## config.mk

```make
export PLATFORM = sky130hd
export DESIGN_NAME = mux_scan_ctrl
export DESIGN_NICKNAME = d
export VERILOG_FILES = /design/src/rtl/mux_scan_ctrl.sv
export SDC_FILE = /design/constraint.sdc
export NUM_CORES = 1
export LEC_CHECK = 0
export CAP_MARGIN = 20
export CORE_MARGIN = 5
export CORE_UTILIZATION = 30
export CTS_CLUSTER_SIZE = 28
export DETAILED_ROUTE_END_ITERATION = 10
export GPL_ROUTABILITY_DRIVEN = 1
export PLACE_DENSITY = 0.54
export SYNTH_ARGS = -nofsm -noshare
export SYNTH_HDL_FRONTEND = slang
export SYNTH_SLANG_ARGS = --single-unit
export TNS_END_PERCENT = 5
```

## constraint.sdc

```tcl
create_clock -name clk -period 1.6 [get_ports clk]
set_input_delay 0.24 -clock clk [delete_from_list [all_inputs] [get_ports clk]]
set_output_delay 0.24 -clock clk [all_outputs]
set_load 0.1 [all_outputs]
```

## src/rtl/mux_scan_ctrl.sv

```systemverilog
// Scan controller for an external 4:1 mux: steps the select through 0..3, samples
// each input after a settle period and presents the assembled word with valid/ready.
module mux_scan_ctrl #(
  parameter int SETTLE = 1
) (
  input  logic       clk,
  input  logic       rst,
  input  logic       start,
  input  logic       mux_out,
  input  logic       ready,
  output logic [1:0] sel,
  output logic [3:0] data_out,
  output logic       valid,
  output logic       busy
);

  localparam logic [1:0] IDLE = 2'd0;
  localparam logic [1:0] SCAN = 2'd1;
  localparam logic [1:0] HOLD = 2'd2;

  localparam logic [3:0] LAST_CNT = 4'(SETTLE - 1);

  logic [1:0] state_q, state_d;
  logic [1:0] idx_q, idx_d;
  logic [3:0] cnt_q, cnt_d;
  logic [3:0] cap_q, cap_d;
  logic [3:0] data_q, data_d;
  logic [1:0] sel_q, sel_d;
  logic       valid_q, valid_d;

  always_comb begin
    state_d = state_q;
    idx_d   = idx_q;
    cnt_d   = cnt_q;
    cap_d   = cap_q;
    data_d  = data_q;
    sel_d   = sel_q;
    valid_d = valid_q;
    case (state_q)
      IDLE: begin
        if (start) begin
          state_d = SCAN;
          idx_d   = 2'd0;
          cnt_d   = 4'd0;
          cap_d   = 4'd0;
          sel_d   = 2'd0;
        end
      end
      SCAN: begin
        if (cnt_q == LAST_CNT) begin
          cap_d[idx_q] = mux_out;
          cnt_d        = 4'd0;
          // The last bit goes straight into the output word, bypassing the capture register
          if (idx_q == 2'd3) begin
            state_d = HOLD;
            data_d  = {mux_out, cap_q[2:0]};
            valid_d = 1'b1;
            sel_d   = 2'd0;
            idx_d   = 2'd0;
          end else begin
            idx_d = idx_q + 2'd1;
            sel_d = idx_q + 2'd1;
          end
        end else begin
          cnt_d = cnt_q + 4'd1;
        end
      end
      HOLD: begin
        if (ready) begin
          state_d = IDLE;
          valid_d = 1'b0;
        end
      end
      default: begin
        state_d = IDLE;
        valid_d = 1'b0;
        sel_d   = 2'd0;
      end
    endcase
  end

  always_ff @(posedge clk) begin
    if (rst) begin
      state_q <= IDLE;
      idx_q   <= 2'd0;
      cnt_q   <= 4'd0;
      cap_q   <= 4'd0;
      data_q  <= 4'd0;
      sel_q   <= 2'd0;
      valid_q <= 1'b0;
    end else begin
      state_q <= state_d;
      idx_q   <= idx_d;
      cnt_q   <= cnt_d;
      cap_q   <= cap_d;
      data_q  <= data_d;
      sel_q   <= sel_d;
      valid_q <= valid_d;
    end
  end

  assign sel      = sel_q;
  assign data_out = data_q;
  assign valid    = valid_q;
  assign busy     = (state_q == SCAN) || (state_q == HOLD);

endmodule

```

* Word level (Yosys, flattened, before mapping)
Cells that the tools add are included.
Word-level totals: register bits after elaboration 19, word-level logic and storage cells 53
Operators by class: add/subtract/negate cells 2, $lt $le $gt $ge 2, eq/ne operators 7, multiplexer cells 22, bitwise operators 2, reduce and logical (&&, ||, !) cells 11
Operators with widths (count):
- one-hot mux 4 bit (2 select lines) | 2
- two-way mux 2 bit | 7
- two-way mux 4 bit | 3
- one-hot mux 2 bit (3 select lines) | 2
- AND reduction 3 bit | 3
- != test 2 bit, second input constant | 4
- AND reduction 4 bit | 2
- adder 4 x 1 -> 4 bit, second input constant | 1
- bitwise mux 4 bit | 1
- equality test 2 bit, second input constant | 2
- zero test 4 bit | 1
- two-way mux 1 bit | 4
- one-hot mux 2 bit (2 select lines) | 1
- less-than comparator 2 x 3 -> 1 bit, second input constant | 1
- one-hot mux 1 bit (3 select lines) | 1
- adder 2 x 1 -> 2 bit, second input constant | 1
- demux 1 bit (select 2 bit) | 1
- equality test 2 x 1 -> 1 bit, second input constant | 1
- greater-or-equal comparator 2 x 1 -> 1 bit, second input constant | 1
- zero test 2 bit | 1
- inverter 1 bit | 2
- AND reduction 2 bit | 1
- nonzero test 2 bit | 1
- logical AND 1 bit | 1
- logical OR 1 bit | 1

* Depth between registers and ports, before layout
depth after elaboration 7, depth in mapped cells 7, mapped depth without buffers 6

* Worst setup path after synthesis
Ideal clock, no wire load.
kind register to register, start register cnt_q[0], end register state_q[0], setup time 0.116 ns, data arrival time 1.501 ns, data required time 1.484 ns, setup slack -0.017 ns, cell stages (with the launch flop) 7, cell sequence dfxtp_1 > inv_1 > ha_1 > or3b_4 > a211oi_4 > a211oi_1 > a41o_1
On the way: cells in the longest elaborated chain, start to end 3
Ends and longest elaborated chain:
- start: declaration | RTL line 25 | logic [3:0] cnt_q, cnt_d;
- start signal: assignment | RTL line 94 | cnt_q <= cnt_d;
- zero test 4 bit | RTL line 50 | if (cnt_q == LAST_CNT) begin
- != test 2 bit (no line)
- AND reduction 4 bit (no line)
- end signal: assignment | RTL line 92 | state_q <= state_d;
- end: declaration | RTL line 23 | logic [1:0] state_q, state_d;
No other way between the ends. A chain may end at the register's enable or synchronous reset.

* Worst setup path after layout
start register cnt_q[1], end register state_q[0]
Same word-level chain as after synthesis.

==> results.yml <==
status:
  status: "finished with violations"
  violations: "negative setup slack"
timing:
  tightestPinTransition_ps: 321
  final.min_clock_period_ps: 1690
  timing.final.max_slew_violations: 0
  fmax_achieved_ghz: 0.592
  timing.final.hold_violations: 0
  layout_worst_path_cycle_share_pct: 106
  postLayoutSetupSlackWorst_ps: -88.1
  setup_tns_ps: -140
  worst_clock_skew_ps: 5.76
  rsz0062_at_grt: "yes"
  hold_ws_ps: 473
  timing.final.setup_violations: 2
  worst_max_slew_margin_expressed_relative_to_the_limit_pct: 78.4
clock_tree:
  tritoncts_buffer_count: 3
  clkLatencyLatePin_ps: 300
  clock_tree_from_tritoncts: "done"
  root_buffer: "clkbuf_4"
  cts_max_level: 1
  cts.path.max_buffers: 2
  cts.clk_slew.worst_paths_ps: 110
  clkSinkCount: 18
grt:
  grt_max_degree: 11
  wire_length_of_the_first_global_routing_pass_um: 3720
  grt.total_usage_pct: 10.8
  grt_antenna_before_repair: 0
  grt_pass1_vias: 850
  gr-total-overflow: 0
worst_setup_path:
  worst_r2r_endpoint: "state_q[0]"
  crit_arrival_ps: 1890
  worst_reg2reg_path_startpoint: "cnt_q[1]"
  critical_path_required_ps: 1800
  r2r_setup_slack_ps: -90
  worstPathCellList: "inv_2 -> ha_4 -> or3b_4 -> a211oi_4 -> a211oi_2 -> a41o_1"
  timing.critical_path.fanout_max: 4
  reg2regPathDepth: 6
  startpoint_type: "register"
  cpMaxStageDelayCell: "or3b_4"
  timing.critical_path.slowest_cell_delay_ps: 410
  worst_setup_path_type: "register to register"
  cp-end-kind: "register"
hold_path:
  hold_path_end: "cap_q[1]"
  worst_hold_path_type: "register to register"
  hold_path_startpoint: "cap_q[1]"
  cell_count_of_the_worst_hold_path: 2
detailed_routing:
  via_per_inst: 4.74
  drt_pre_antenna_iters: 4
  finalWirelength_um: 2220
  detailed_route_wire_length_per_cell_um: 12.4
  num_vias: 849
  drc_errors: 0
  detailedRoute.firstIterationViolations: 18
  postRouteAntennaNets: 0
placement:
  buffer_ports.inserted: 12
  post-dp-hpwl_um: 1720
  routabilityCongestion: 0.783
  dp_cells: 174
power:
  power-per-cell-area_mw_per_mm2: 967
  static-leakage-power_nw: 0.565
  vdd.ir_drop.worst_v: 0.000607
synth:
  synth.area.top_cells: "dfxtp_1 37%, ha_1 14%, mux2i_1 5.1%, a21oi_1 4.1%, inv_1 3.9%"
  synth_edf_count: 0
  synthesis.area_per_instance_um2: 9.09
  synth_cell_types: 30
  synth_ff_type: "dfxtp_1"
  synth.cell_area_um2: 972
  ys.warnings.count: 0
  yosysSeqAreaShare_pct: 37.1
  synth_top_area_share_pct: 37.1
  synth.largest_area_cell: "dfxtp_1"
  syn-num-nets: 123
  synth_cells: 107
  post_synth_arst_share_pct: 0
  ys_seq_elements: 18
final_layout:
  area_growth_syn_to_layout_pct: 44.3
  n_fill_cell: 319
  layout_commonest_cell: "dfxtp_1"
  layout.cells.most_common_list: "15 x dfxtp_1, 14 x buf_4, 9 x nor2_1, 8 x a21oi_1, 8 x buf_12"
  finalNonFillerCells: 179
  finish.utilization_pct: 45.6
  layout-drive-gt1-share_pct: 33.3
  nets: 152
  antennaDiodeCount: 0
die:
  die_width_um: 66.9
  die_height_um: 66.9
  fp.coreArea_mm2: 0.00308
  number_of_rows_created_at_floorplan: 20
  design.portCount: 13
  initial_core_util_pct: 31.6
  die_area_mm2: 0.00448
run:
  max-cap-violations: 0
[synthesized netlist by cell type, drive strengths merged, types with 4 or more instances]
cell and count:
o21ai 6, inv 10, nand3 5, nor2 9
dfxtp 18, a211oi 4, nand2 7, a21oi 8
nand2b 4, ha 11, mux2i 5
[how the worst max path moves through the flow]
stage	from	endpoint	slack, ps	depth (start not counted)
6_report	cnt_q[1]	state_q[0]	-90	6
5_1_grt	cnt_q[1]	state_q[0]	-120	6
4_1_cts	cnt_q[0]	state_q[0]	-50	6
3_5_place_dp	state_q[1]	state_q[0]	-30	6
3_3_place_gp	cnt_q[0]	state_q[0]	-10	6
2_1_floorplan	cnt_q[0]	state_q[0]	20	6
[report_power, final]
group | total (mW) | switching (mW) | internal (mW)
Clock | 0.288 | 0.149 | 0.139
Combinational | 0.575 | 0.327 | 0.248
Sequential | 0.492 | 0.0203 | 0.472
Total | 1.36 | 0.497 | 0.859
[cells by family after synthesis]
logic type	count (synthesis)	synth area share (%)
and+or+nand+nor	34	18.4
buffers and inverters	12	4.76
muxes	6	6.31
xor gates and xnor gates	2	1.80
AOI/OAI and AO/OA	24	17.5
DFF	18	37.1
adders and majority gates	11	14.2
[metal layers]
| metal | vias up | GRT usage [%] | wire, um |
|---|---|---|---|
| li1 | 425 | - | - |
| met2 | 15 | 18.2 | 1120 |
| met5 | - | 0 | 0 |
| met1 | 407 | 13.5 | 1010 |
| met4 | 0 | 3.29 | 12 |
| met3 | 2 | 2.53 | 82 |
[what timing repair did]
action                                  in CTS  in global routing
endpoints found under the setup margin       6                 16
hold buffers                                 0                  0
pin swaps                                    0                  3
buffers inserted                             0                  1
resized for setup                            1                 14
gates cloned                                 0                  0
[layout make-up]
| cell class | instances | area [um^2] | share of cell area, % |
|---|---|---|---|
| Sequential cell | 18 | 364 | 26.0 |
| Inverter | 10 | 37.5 | 2.68 |
| Tap cell | 44 | 55.1 | 3.93 |
| Clock buffer | 4 | 36.3 | 2.59 |
| Timing Repair Buffer | 26 | 305 | 21.8 |
| Multi-Input combinational cell | 77 | 604 | 43.1 |
[state kept, by name (all words and copies together), names as in the netlist]
signal,cells
idx_q,2
cap_q,3
data_out,4
cnt_q,4
state_q,2
sel,2
valid,1
[through the flow]
step,power (mW),area [um^2],setup slack (ps)
floorplan,0.825,972,16.1
global placement,1.03,1320,-13.0
detailed placement,1.04,1320,-31.8
CTS,1.33,1360,-48.0
global route,1.44,1400,-124
finish,1.36,1400,-88.1
[critical path, delay by kind of cell, from the launching register on]
kind	cells	cell delay, ps
AO/OA/AOI/OAI	3	650
flip-flops	1	340
buffers and inverters	1	60
AND/OR/NAND/NOR	1	410
adder cells (fa/ha/maj)	1	120
No activity file was read; power rests on OpenSTA's default activity.
